$ cat src/rtl/bf_sequencer.sv
`timescale 1ns/1ps
// bf_sequencer: fetches BF program bytes from a synchronous ROM and issues single-cycle tape ops.
// Latency: 2 cycles per +,-,<,>; '.' ',' '[' ']' add a tape read or host handshake; scans take 2 cycles/byte.
// Backpressure: '.' holds out_valid/out_data until out_ready; ',' holds in_ready until in_valid.
//
// Ports:
//   clk, rst                 single rising-edge clock, asynchronous active-high reset
//   start                    begin a run at pc=0 (only from IDLE/HALT/ERR)
//   prog_addr / prog_data    ROM address (= pc) and the byte for last cycle's address
//   t_plus/t_minus/t_prev/t_next  tape op pulses (cell+1, cell-1, ptr-1, ptr+1)
//   t_outp / t_rdata         tape read pulse; cell value is valid the following cycle
//   t_write / t_wdata        tape write pulse and data (last accepted host input byte)
//   out_valid/out_ready/out_data  '.' result to the host
//   in_ready/in_valid/in_data     ',' input from the host
//   busy / halted / error    run status
module bf_sequencer #(
    parameter int PC_W    = 8,
    parameter int DEPTH_W = 8
) (
    input  logic            clk,
    input  logic            rst,
    input  logic            start,
    output logic [PC_W-1:0] prog_addr,
    input  logic [7:0]      prog_data,
    output logic            t_plus,
    output logic            t_minus,
    output logic            t_prev,
    output logic            t_next,
    output logic            t_outp,
    input  logic [7:0]      t_rdata,
    output logic            t_write,
    output logic [7:0]      t_wdata,
    output logic            out_valid,
    input  logic            out_ready,
    output logic [7:0]      out_data,
    output logic            in_ready,
    input  logic            in_valid,
    input  logic [7:0]      in_data,
    output logic            busy,
    output logic            halted,
    output logic            error
);

    // Program characters
    localparam logic [7:0] CH_NUL   = 8'h00;
    localparam logic [7:0] CH_PLUS  = 8'h2B;  // +
    localparam logic [7:0] CH_COMMA = 8'h2C;  // ,
    localparam logic [7:0] CH_MINUS = 8'h2D;  // -
    localparam logic [7:0] CH_DOT   = 8'h2E;  // .
    localparam logic [7:0] CH_LT    = 8'h3C;  // <
    localparam logic [7:0] CH_GT    = 8'h3E;  // >
    localparam logic [7:0] CH_LBR   = 8'h5B;  // [
    localparam logic [7:0] CH_RBR   = 8'h5D;  // ]

    localparam logic [PC_W-1:0]    PC_ZERO   = '0;
    localparam logic [PC_W-1:0]    PC_ONE    = {{(PC_W-1){1'b0}}, 1'b1};
    localparam logic [PC_W-1:0]    PC_MAX    = '1;
    localparam logic [DEPTH_W-1:0] DEPTH_ZERO = '0;
    localparam logic [DEPTH_W-1:0] DEPTH_ONE  = {{(DEPTH_W-1){1'b0}}, 1'b1};
    localparam logic [DEPTH_W-1:0] DEPTH_MAX  = '1;

    typedef enum logic [3:0] {
        S_IDLE,
        S_FETCH,
        S_DECODE,
        S_RDWAIT,
        S_CHK,
        S_OUT_WAIT,
        S_IN_WAIT,
        S_SCAN_F,
        S_SCAN_B,
        S_HALT,
        S_ERR
    } state_t;

    // Which instruction issued the pending tape read
    typedef enum logic [1:0] {
        OP_DOT,
        OP_LBR,
        OP_RBR
    } op_t;

    state_t               state;
    op_t                  op_q;
    logic [PC_W-1:0]      pc;
    logic [DEPTH_W-1:0]   depth;
    logic [7:0]           cell_q;
    logic [7:0]           wdata_q;
    logic                 scan_cmp;   // 0: address phase of a scan byte, 1: compare phase

    logic                 pc_last;
    logic                 pc_first;
    logic [PC_W-1:0]      pc_inc;
    logic [PC_W-1:0]      pc_dec;
    logic                 depth_full;
    logic                 depth_one;
    logic [DEPTH_W-1:0]   depth_inc;
    logic [DEPTH_W-1:0]   depth_dec;

    assign pc_last    = (pc == PC_MAX);
    assign pc_first   = (pc == PC_ZERO);
    assign pc_inc     = pc + PC_ONE;
    assign pc_dec     = pc - PC_ONE;
    assign depth_full = (depth == DEPTH_MAX);
    assign depth_one  = (depth == DEPTH_ONE);
    assign depth_inc  = depth + DEPTH_ONE;
    assign depth_dec  = depth - DEPTH_ONE;

    assign prog_addr = pc;
    assign busy      = (state != S_IDLE) && (state != S_HALT) && (state != S_ERR);
    assign halted    = (state == S_HALT);
    assign error     = (state == S_ERR);

    // Tape pulses are decoded straight from the ROM byte in DECODE so the op lands in the
    // same cycle the instruction is seen; the ROM output is itself registered.
    always_comb begin
        t_plus  = 1'b0;
        t_minus = 1'b0;
        t_prev  = 1'b0;
        t_next  = 1'b0;
        t_outp  = 1'b0;
        if (state == S_DECODE) begin
            case (prog_data)
                CH_PLUS:                t_plus  = 1'b1;
                CH_MINUS:               t_minus = 1'b1;
                CH_LT:                  t_prev  = 1'b1;
                CH_GT:                  t_next  = 1'b1;
                CH_DOT, CH_LBR, CH_RBR: t_outp  = 1'b1;
                default:                ;
            endcase
        end
    end

    assign t_write = (state == S_IN_WAIT) && in_valid && in_ready;
    // During the write cycle the fresh host byte must already be on t_wdata; afterwards the
    // register holds it.
    assign t_wdata = t_write ? in_data : wdata_q;

    always_ff @(posedge clk or posedge rst) begin
        if (rst) begin
            state     <= S_IDLE;
            op_q      <= OP_DOT;
            pc        <= PC_ZERO;
            depth     <= DEPTH_ZERO;
            cell_q    <= 8'h00;
            wdata_q   <= 8'h00;
            scan_cmp  <= 1'b0;
            out_valid <= 1'b0;
            out_data  <= 8'h00;
            in_ready  <= 1'b0;
        end else begin
            case (state)
                S_IDLE, S_HALT, S_ERR: begin
                    if (start) begin
                        pc       <= PC_ZERO;
                        depth    <= DEPTH_ZERO;
                        scan_cmp <= 1'b0;
                        state    <= S_FETCH;
                    end
                end

                S_FETCH: state <= S_DECODE;

                S_DECODE: begin
                    case (prog_data)
                        CH_NUL: state <= S_HALT;
                        CH_DOT: begin
                            op_q  <= OP_DOT;
                            state <= S_RDWAIT;
                        end
                        CH_LBR: begin
                            op_q  <= OP_LBR;
                            state <= S_RDWAIT;
                        end
                        CH_RBR: begin
                            op_q  <= OP_RBR;
                            state <= S_RDWAIT;
                        end
                        CH_COMMA: begin
                            in_ready <= 1'b1;
                            state    <= S_IN_WAIT;
                        end
                        // Tape ops and comment bytes simply advance
                        default: begin
                            if (pc_last) begin
                                state <= S_ERR;
                            end else begin
                                pc    <= pc_inc;
                                state <= S_FETCH;
                            end
                        end
                    endcase
                end

                S_RDWAIT: begin
                    cell_q <= t_rdata;
                    if (op_q == OP_DOT) begin
                        out_data  <= t_rdata;
                        out_valid <= 1'b1;
                        state     <= S_OUT_WAIT;
                    end else begin
                        state <= S_CHK;
                    end
                end

                S_CHK: begin
                    if (op_q == OP_LBR) begin
                        // '[' enters the scan one past itself, so both outcomes need pc+1
                        if (pc_last) begin
                            state <= S_ERR;
                        end else begin
                            pc <= pc_inc;
                            if (cell_q != 8'h00) begin
                                state <= S_FETCH;
                            end else begin
                                depth    <= DEPTH_ONE;
                                scan_cmp <= 1'b0;
                                state    <= S_SCAN_F;
                            end
                        end
                    end else begin
                        if (cell_q == 8'h00) begin
                            if (pc_last) begin
                                state <= S_ERR;
                            end else begin
                                pc    <= pc_inc;
                                state <= S_FETCH;
                            end
                        end else if (pc_first) begin
                            state <= S_ERR;
                        end else begin
                            depth    <= DEPTH_ONE;
                            pc       <= pc_dec;
                            scan_cmp <= 1'b0;
                            state    <= S_SCAN_B;
                        end
                    end
                end

                S_OUT_WAIT: begin
                    if (out_ready) begin
                        out_valid <= 1'b0;
                        if (pc_last) begin
                            state <= S_ERR;
                        end else begin
                            pc    <= pc_inc;
                            state <= S_FETCH;
                        end
                    end
                end

                S_IN_WAIT: begin
                    if (in_valid) begin
                        wdata_q  <= in_data;
                        in_ready <= 1'b0;
                        if (pc_last) begin
                            state <= S_ERR;
                        end else begin
                            pc    <= pc_inc;
                            state <= S_FETCH;
                        end
                    end
                end

                S_SCAN_F: begin
                    scan_cmp <= ~scan_cmp;
                    if (scan_cmp) begin
                        if (prog_data == CH_NUL) begin
                            state <= S_ERR;
                        end else if (prog_data == CH_LBR && depth_full) begin
                            state <= S_ERR;
                        end else if (pc_last) begin
                            // Either another byte or the byte after the closing ']' is needed
                            state <= S_ERR;
                        end else begin
                            pc <= pc_inc;
                            if (prog_data == CH_LBR) begin
                                depth <= depth_inc;
                            end else if (prog_data == CH_RBR) begin
                                depth <= depth_dec;
                                if (depth_one) begin
                                    state <= S_FETCH;
                                end
                            end
                        end
                    end
                end

                S_SCAN_B: begin
                    scan_cmp <= ~scan_cmp;
                    if (scan_cmp) begin
                        if (prog_data == CH_LBR && depth_one) begin
                            // The matching '[' sits before the originating ']', so pc+1 is safe
                            depth <= DEPTH_ZERO;
                            pc    <= pc_inc;
                            state <= S_FETCH;
                        end else if (prog_data == CH_RBR && depth_full) begin
                            state <= S_ERR;
                        end else if (pc_first) begin
                            state <= S_ERR;
                        end else begin
                            pc <= pc_dec;
                            if (prog_data == CH_RBR) begin
                                depth <= depth_inc;
                            end else if (prog_data == CH_LBR) begin
                                depth <= depth_dec;
                            end
                        end
                    end
                end

                default: state <= S_IDLE;
            endcase
        end
    end

endmodule

$ cat config.mk
export PLATFORM = sky130hd
export DESIGN_NAME = bf_sequencer
export DESIGN_NICKNAME = d
export VERILOG_FILES = /design/src/rtl/bf_sequencer.sv
export SDC_FILE = /design/constraint.sdc
export NUM_CORES = 1
export LEC_CHECK = 0
export CAP_MARGIN = 20
export CORE_MARGIN = 2
export CORE_UTILIZATION = 45
export DETAILED_ROUTE_END_ITERATION = 12
export GPL_TIMING_DRIVEN = 0
export PLACE_DENSITY = 0.73
export SKIP_CTS_REPAIR_TIMING = 1
export SYNTH_ARGS = -nofsm -noshare
export SYNTH_HDL_FRONTEND = slang
export SYNTH_SLANG_ARGS = --single-unit
$ cat constraint.sdc
create_clock -name clk -period 2.64 [get_ports clk]
set_input_delay 0.264 -clock clk [delete_from_list [all_inputs] [get_ports clk]]
set_output_delay 0.264 -clock clk [all_outputs]
set_load 0.01 [all_outputs]
# == Yosys cells after proc, flatten, opt, wreduce, memory -nomap -nowiden ==
# Cells that the tools add are included.
# classes
order_cmp,0
reduce_logical,33
mux,81
multipliers,0
n_div,0
shifts,0
n_bitwise,1
n_addsub,4
eq_ne,47
# ops
operator,n
$mux W8,32
$mux W4,18
$pmux W8 S7,1
$eq A8 B6 Y1 const B,6
$pmux W4 S9,1
$pmux W8 S4,1
$logic_not A8 Y1,3
$mux W1,21
$ne A3 B3 Y1 const B,7
$ne A2 B2 Y1 const B,10
$add A8 B1 Y8 const B,2
$eq A4 B3 Y1 const B,4
$eq A8 B7 Y1 const B,2
$eq A8 B8 Y1 const B,2
$ne A4 B4 Y1 const B,4
$sub A8 B1 Y8 const B,2
$ne A5 B5 Y1 const B,3
$reduce_and A15 Y1,1
$eq A4 B4 Y1 const B,3
$pmux W4 S3,1
$reduce_and A10 Y1,1
$reduce_and A9 Y1,1
$eq A4 B2 Y1 const B,2
$eq A8 B1 Y1 const B,1
other kinds (23),37
# word_totals
word_cells,176
ramBits,0
latchBits,0
inputBits,29
mem_bits_ro,0
n_memories,0
register_bits,49

# == Depth between registers and ports, before layout ==
# logic_depth
word_depth,9
mapped_depth,10
mapped_depth_nobuf,9

# == Least setup slack after synthesis ==
# No wires, ideal clock.
# synth_path
path_type,reg-to-reg
start,"reg pc[0], in the netlist prog_addr[0]"
end,reg state[0]
t_arrival_ps,2477
period_less_slack_ps,2602
stages_incl_launch_ff,8
slack_ps,38
path_cell_list,dfrtp_1 > inv_1 > ha_1 > or4b_1 > nor4_2 > nor2_1 > a211oi_1 > mux2_2
# synth_between
elab_chain_len,6
word_cells_on_any_way,19
classes_between,5 x eq/ne; 12 x mux; 2 x reduce/logical
# synth_lines
item,line_no,source
from (decl),85,logic [PC_W-1:0] pc;
from (signal assigned),188,pc <= pc_inc;
from (signal assigned),212,pc <= pc_inc;
from (signal assigned),226,pc <= pc_inc;
$eq A8 B8 Y1,100,assign pc_last = (pc == PC_MAX);
$mux W4,272,end else if (pc_last) begin
$mux W4,270,end else if (prog_data == CH_LBR && depth_full) begin
$mux W4,268,if (prog_data == CH_NUL) begin
$mux W4,267,if (scan_cmp) begin
$pmux W4 S9,152,case (state)
to (signal assigned),158,state <= S_FETCH;
to (signal assigned),162,S_FETCH: state <= S_DECODE;
to (signal assigned),269,state <= S_ERR;
to (decl),83,state_t state;
# Parallel ways exist; a longest one is shown, timed or not. The select of a mux whose other input is x is not followed.
# A chain may end at the register's enable or synchronous reset.

# == Worst setup path in the final report ==
# layout_path
start,"reg pc[1], in the netlist prog_addr[1]"
end,reg depth[1]
# layout_between
elab_chain_len,3
word_cells_on_any_way,7
classes_between,5 x eq/ne; 2 x reduce/logical
# layout_lines
item,line_no,source
$eq A8 B8 Y1 / $logic_not A8 Y1 (equally long branches),"100, 101",
$ne A3 B3 Y1 (no source line) / $ne A2 B2 Y1 (equally long branches),-,
$reduce_and A15 Y1 (no source line) (*),-,
to (signal assigned),278,depth <= depth_inc;
to (signal assigned),280,depth <= depth_dec;
to (signal assigned),304,depth <= depth_inc;
to (decl),86,logic [DEPTH_W-1:0] depth;
# Mark *: on every way between the ends. The rest lies on a longest branch, timed or not.

==> metrics <==
fill count=620; met3 WL post-DR=730 um; WL final=10700 um; ys flop type=dfrtp_1; initial antenna violation count=0; CTS tree=done; Placed Cells=570; Total Power=5.43 mW; CTS Sinks=49; I/O pins=64; worst skew pair latency=0.31 ns; share of post-route cells with drive strength above 1=0.275; GRT Util Overall=0.236; Worst setup SP type=register; # nets final=535; Clk network pwr share=0.122; Ys Warns=0; DP HPWL=7170 um; RSZ-0062 raised after global routing=true; DIE WIDTH=92.3 um; global-route wire length before repair=16400 um; Die ar.=8510 um2; LEAKAGE=2.11 nW; Max clock buf depth=2; P_int=3.12 mW; Arrival @ worst endpoint=2.87 ns; post-synth net total=439; Final WS setup=-0.0401 ns; Final Non-Filler Cells=604; syn_area_per_cell=8.65 um2; maximum VDD drop=558 uV; failing checks=negative setup slack; P per Cell Area=1090 nW/um2; Post-synth EDFFs=0; fmax=373 MHz; footprint of the multi-input gates=2460 um2; clk_skew=0.0139 ns; initial core utilization=0.458; vias per cell=6.19; TritonCTS Buffers=5; vias in the first global route=3273; number of synthesized register bits=49; storage element area=1230 um2; worst-margin pin slew=0.688 ns; Routed met2 length=5090 um; RR Startpoint=prog_addr[1]; DRT antenna net count=0; drt drc=0; # H-tree levels=2; Hold WC Path Type=in2async; n_diodes=0; grt ovf=0; Comb power frac=0.626; crit path kind=reg2reg; Slew headroom=0.539; vias post-DR=3738; Post-Syn Area=3500 um2; CP endpoint kind=register; Psw=2.31 mW; crit path max fanout=6; required time of the critical path=2.83 ns; DR top layer=met4; WL met1=4780 um; Sequential Power Share=0.252; fin crit share=1.02; pin count of the biggest net entering global routing=38; Switching Share=0.426; Reg clk slew, reported paths=0.11 ns; fin. max-slew vios=0; Max Cap Violations=0; Setup-failing EPs final=3; min Tclk post-route=2.68 ns; Avg WL per Cell=17.8 um; routability cong.=0.947; I/O Buffers=62; hold slack final=0.232 ns; Clock Tree Root=clkbuf_8; Hold Fails Final Rpt=0; area delta synth->final=42.4%; status=complete, but fails checks; row count=32; core area=7650 um2; crit path launch=prog_addr[1]; drt initial violations=365; drt pass-1 iters=5; async set or reset register ratio after synthesis=1.00; setup TNS=-0.0820 ns; Distinct cells, synth=71; register area share after synthesis=0.350; cell count after synthesis=405; die height=92.3 um
## cell usage after synthesis, drive strengths merged (3+ instances only)
master,n,share of area
nor2,38,0.041
nand3,13,0.019
a2bb2oi,3,0.0075
or3,3,0.0054
buf,7,0.014
and2,7,0.012
nor2b,7,0.012
clkbuf,11,0.012
dfrtp,49,0.35
a22o,4,0.010
a21oi,17,0.024
ha,5,0.018
a22oi,7,0.015
nand2,52,0.056
a21o,6,0.013
nand4,3,0.0054
o2bb2ai,3,0.0075
and3,3,0.0054
or4,5,0.012
inv,12,0.013
nor3,15,0.023
mux2,29,0.093
o221ai,3,0.0075
o21ai,21,0.030
a221oi,6,0.015
o22ai,8,0.014
o31ai,5,0.011
nand2b,8,0.015
o211ai,4,0.0086
nor4,11,0.026
## final timing paths
path	end	slack, ns	cells after the start
setup / recovery	depth[1]	-0.04	9
setup reg to reg	depth[1]	-0.04	9
hold / removal	prog_addr[0]	0.23	2
hold reg to reg	out_data[5]	0.52	1
min in group clk	out_data[5]	0.52	1
max in group asynchronous	depth[0]	1.87	3
## layer usage
metal | track usage | up-vias
met2 | 0.357 | 172
met5 | 0 | -
met1 | 0.356 | 1812
li1 | - | 1733
met3 | 0.0353 | 21
met4 | 0.0535 | 0
## final cells by class
cell class	count	area share
repair inverters	1	0.00150
repair buffers	89	0.172
clock inverters	3	0.0138
plain buffers	17	0.0231
flip-flops and latches	49	0.247
multi-input cells	325	0.492
clock buffers	5	0.0138
inverters	13	0.0108
well taps	102	0.0256
## cell usage in the layout (no fill, tap or decap), types with 8 or more instances in the layout
cell type / n
buf_4: 27
nand2_1: 52
mux2_2: 27
inv_1: 8
nand3_1: 11
a21oi_1: 14
nor3_1: 10
nor2_1: 35
dfrtp_1: 42
o21ai_0: 19
clkdlybuf4s50_1: 53
dlymetal6s2s_1: 9
## critical path: stages, from the launching register on
cell and delay [ns]:
dfrtp_2 0.47, inv_4 0.09, ha_4 0.14, or4b_4 0.51, nor4_4 0.38, buf_4 0.19
a21oi_2 0.05, o221ai_2 0.26, buf_4 0.17, mux2_4 0.29
## metrics by stage
step / cell area [um2] / utilization / setup WS, ns
6_report: 4990 / 0.653 / -0.0401
5_1_grt: 4990 / 0.653 / -0.0860
4_1_cts: 4410 / 0.577 / -0.570
3_5_place_dp: 4270 / 0.559 / -0.498
3_3_place_gp: 4250 / 0.556 / -0.466
2_1_floorplan: 3500 / - / 0.0382
## state kept, by name, summed over array words and instances, names as in the netlist
signal	flops
depth	8
cell_q	8
in_ready	1
op_q	2
out_data	8
wdata_q	8
out_valid	1
scan_cmp	1
state	4
prog_addr	8
## power by group through the flow
stage | clock (mW) | combinational (mW) | sequential, mW
detailed placement | 0 | 2.82 | 1.33
finish | 0.663 | 3.40 | 1.37
global placement | 0 | 2.78 | 1.31
global route | 0.697 | 3.64 | 1.41
CTS | 0.673 | 2.84 | 1.32
floorplan | 0 | 1.91 | 1.33
## cells by family (layout without fill, tap and decap cells)
family / Yosys count / after routing / share of synthesized area
adders and majority gates: 5 / 5 / 0.0179
buffers and inverters: 31 / 128 / 0.0396
DFF: 49 / 49 / 0.350
and+or+nand+nor: 178 / 178 / 0.267
muxes: 30 / 30 / 0.0960
xor gates and xnor gates: 2 / 2 / 0.00500
AOI/OAI and AO/OA: 110 / 110 / 0.225
Note: power is estimated with default switching activity, not from simulation.
==> RTL edit 1, RTL diff (same flow settings) <==
Change the parameter `DEPTH_W` from 8 to 16.
--- a/src/rtl/bf_sequencer.sv
+++ b/src/rtl/bf_sequencer.sv
@@ -17,3 +17,3 @@
     parameter int PC_W    = 8,
-    parameter int DEPTH_W = 8
+    parameter int DEPTH_W = 16
 ) (
Behaviour: no difference found for any inputs over 4 cycles, from zero or initial values and one cycle with rst high; that may be too few to reach the edited logic, so the function may still have changed.
==> RTL edit 1 against the unedited design <==
  * The flow still finishes with violations (setup timing)
  * Routed wire length grew 23%
  * Worst setup slack gained 0.0074 ns
  * Design area grew 12%
  * Total power grew 3.6%
  * Area after synthesis grew 20%
  * Sequential cell count grew 8
  * Worst hold slack gained 0.028 ns
  * Highest routed layer unchanged
==> RTL edit 1: results (changes against the unedited design) <==
metric;value;unit;change
status;finished, violations left;;
failing checks;setup timing;;
Leak;2.30;nW;+8.7%
Worst Tran Pin Value;0.588;ns;-0.100 ns
Final #Nets;647;;+21%
CP endpoint;depth[10];;
worst reg-to-reg path cell count;8;;-1
most instantiated cells after synthesis;nand2_1, dfrtp_1, o21ai_0;;
post-synthesis sequential area ratio;33.9;%;-1.1 points
Sequential cell area;1430;µm²;+16%
Routed WL;13200;µm;+23%
placed cells;690;;+21%
H-tree depth;3;;+1
Crit. Startpoint;depth[0];;
largest net degree at the start of global routing;39;;+2.6%
Area after DPL;4990;µm²;+17%
CTS buffer count;9;;+4
Fin Setup TNS;-0.0381;ns;+0.0438 ns
drt pass-1 iters;5;;unchanged
Yosys cell types;74;;+4.2%
vias in the first global route;4319;;+32%
first-pass GRT wire length;21300;µm;+30%
fraction of layout cells with a size suffix above 1;21.9;%;-5.6 points
Post-Syn Instances;516;;+27%
wire per inst;18.2;µm;+2.2%
internal cell power;3.19;mW;+2.3%
gr usage total;26.1;%;+2.5 points
fillcell total;799;;+29%
Worst Skew;0.00678;ns;-0.00712 ns
setup ws final;-0.0327;ns;+0.00739 ns
Slowest cell on crit path;dfrtp_2;;
VDD IR max;492;µV;-12%
Final Hold Slack;0.260;ns;+0.0285 ns
routed via count;4533;;+21%
1st-iter DRT viols;425;;+16%
Synth area leaders;dfrtp_1, mux2_2, nand2_1;;
IO buf count;61;;-1.6%
Syn Nets;551;;+26%
Setup violations, final;2;;-1
[RTL edit 1: cell count changes in the layout (fill, tap and decap cells not counted), sizes merged, moves of 6 or more]
| cell | unedited run | this run |
|---|---|---|
| a21oi | 17 | 41 |
| a31oi | 2 | 8 |
| and2 | 7 | 0 |
| clkbuf | 14 | 27 |
| dfrtp | 49 | 57 |
| nand2 | 52 | 59 |
| nand3 | 13 | 21 |
| nand4 | 3 | 9 |
| o21ai | 21 | 44 |
| or2 | 1 | 7 |
[RTL edit 1: final cells by class]
cell class                      instances  area share [%]
Clock inverter                          5           0.982
Tap cell                              111            2.48
Inverter                               19            1.27
Sequential cell                        57            25.5
Multi-Input combinational cell        407            49.1
Buffer                                 32            3.21
Clock buffer                           11            2.52
Timing Repair Buffer                   85            14.8
Timing Repair inverter                  1           0.134
[RTL edit 1: metrics by stage]
stage	setup slack (ns)	power [mW]
floorplan	0.0652	3.30
global placement	-0.400	4.17
detailed placement	-0.455	4.26
CTS	-0.573	5.13
global route	-0.115	6.01
finish	-0.0327	5.63
[RTL edit 1: kinds of logic after synthesis]
logic type,after synthesis,synth area share [%]
DFF,57,33.9
muxes,26,6.92
AOI/OAI and AO/OA,157,23.7
adders and majority gates,7,2.02
and+or+nand+nor,210,26.6
buffers and inverters,52,5.41
xor gates and xnor gates,7,1.46
[RTL edit 1: power groups by stage]
stage	registers (mW)	logic (mW)	clock network [mW]
CTS	1.37	2.90	0.863
global placement	1.37	2.81	0
detailed placement	1.38	2.88	0
global route	1.42	3.69	0.900
finish	1.37	3.41	0.845
floorplan	1.37	1.93	0
[RTL edit 1: how the worst min path moves through the flow]
stage / endpoint / cells after the start
CTS: depth[14] / 2
detailed placement: scan_cmp / 1
global placement: scan_cmp / 1
global route: depth[11] / 2
floorplan: out_valid / 1
finish: depth[14] / 2
[RTL edit 1: critical path, delay by kind of cell, from the launching register on]
kind            cells  cell delay (ns)
simple gates        4             1.50
flops               1             0.45
compound gates      2             0.36
fa+ha+maj           1             0.14
buf+inv             1             0.10
[RTL edit 1: layer usage]
metal | track usage, % | vias to the layer above | part of all wire [%]
met3 | 6.24 | 29 | 7.0
met2 | 41.2 | 191 | 49
met4 | 8.96 | 0 | 1.8
met1 | 35.1 | 2187 | 43
li1 | - | 2126 | -
met5 | 0 | - | 0
==> RTL edit 2, RTL diff (config.mk and constraints unchanged) <==
Made on the original files. Reset style: synchronous (`rst`), changed in one clocked block. Comments in the files are not updated.
--- a/src/rtl/bf_sequencer.sv
+++ b/src/rtl/bf_sequencer.sv
@@ -138,3 +138,3 @@
 
-    always_ff @(posedge clk or posedge rst) begin
+    always_ff @(posedge clk) begin
         if (rst) begin
Function: differs if rst is asserted again (counterexample within 4 cycles, from zero or initial values and one cycle with rst high); with rst held inactive, the same outputs for 10 cycles.
==> RTL edit 2 against the unedited design <==
  * Routed wire length is 0.84% lower
  * Critical path depth is 2 higher
  * Area after synthesis grew 1.5%
  * Sequential cell count unchanged
  * Worst setup slack improved by 0.13 ns
  * Worst hold slack better by 0.23 ns
  * Clock skew is 0.0012 ns lower
  * Via count increased by 5.3%
  * Design area is 8.0% lower
  * Critical path type unchanged
  * Highest routed layer unchanged
Power is not compared: it rests on default switching activity, and its combinational part moved more than twofold at a synthesized area within 25%.
==> RTL edit 2: results (changes against the unedited design) <==
metric;value;unit;change
status;completed;;
Yosys cell types;79;;+11%
met1 Usage GRT;32.1;%;-3.5 points
placed cells;653;;+15%
Synth area leaders;dfxtp_1, nand2_1, a21oi_1;;
WL met2;5170;µm;+1.4%
post-synthesis sequential area ratio;27.6;%;-7.4 points
HPWL after DPL;7630;µm;+6.4%
worst reg-to-reg path cell count;11;;+2
ys flop type;dfxtp_1;;
RePlAce Congestion;0.917;;-3.2%
syn avg cell area;7.24;µm²;-16%
largest net degree at the start of global routing;19;;-50%
routed via count;3936;;+5.3%
gr usage total;23.9;%;+0.34 points
IO buf count;59;;-4.8%
met3 Use GR;3.42;%;-0.12 points
fraction of layout cells with a size suffix above 1;16.1;%;-11 points
CP endpoint;depth[1];;
multiplexer share of the synthesized area;1.69;%;-7.9 points
Syn Nets;525;;+20%
WL met1;4890;µm;+2.3%
Post-Synth Adder-Cell Area;1.76;%;-0.026 points
most instantiated cells after synthesis;nand2_1, a21oi_1, dfxtp_1;;
Routed WL;10700;µm;-0.84%
Final #Nets;604;;+13%
Crit. Startpoint;prog_addr[1];;
==> RTL edit 2: cell count changes after synthesis, moves of 7 or more <==
| cell | unedited run | this run |
|---|---|---|
| dfrtp_1 | 49 | 0 |
| a21oi_1 | 17 | 56 |
| dfxtp_1 | 0 | 49 |
| mux2_2 | 29 | 0 |
| nand4_1 | 3 | 10 |
| nor2_1 | 37 | 48 |
| buf_2 | 5 | 12 |
| nand2_1 | 52 | 99 |
==> RTL edit 2: kinds of logic after synthesis <==
group,Yosys count
mux,6
simple gates,243
xor+xnor,5
fa+ha+maj,5
buf+inv,44
compound gates,139
flops,49
==> RTL edit 2: cell type report <==
class	instances	area, µm²
buffer	28	145
multi-input combinational	398	2460
clock inverter	3	28.8
timing repair inverter	1	7.51
clock buffer	5	68.8
tap	102	128
fill	754	3100
inverter	15	62.6
timing repair buffer	72	701
sequential	49	991
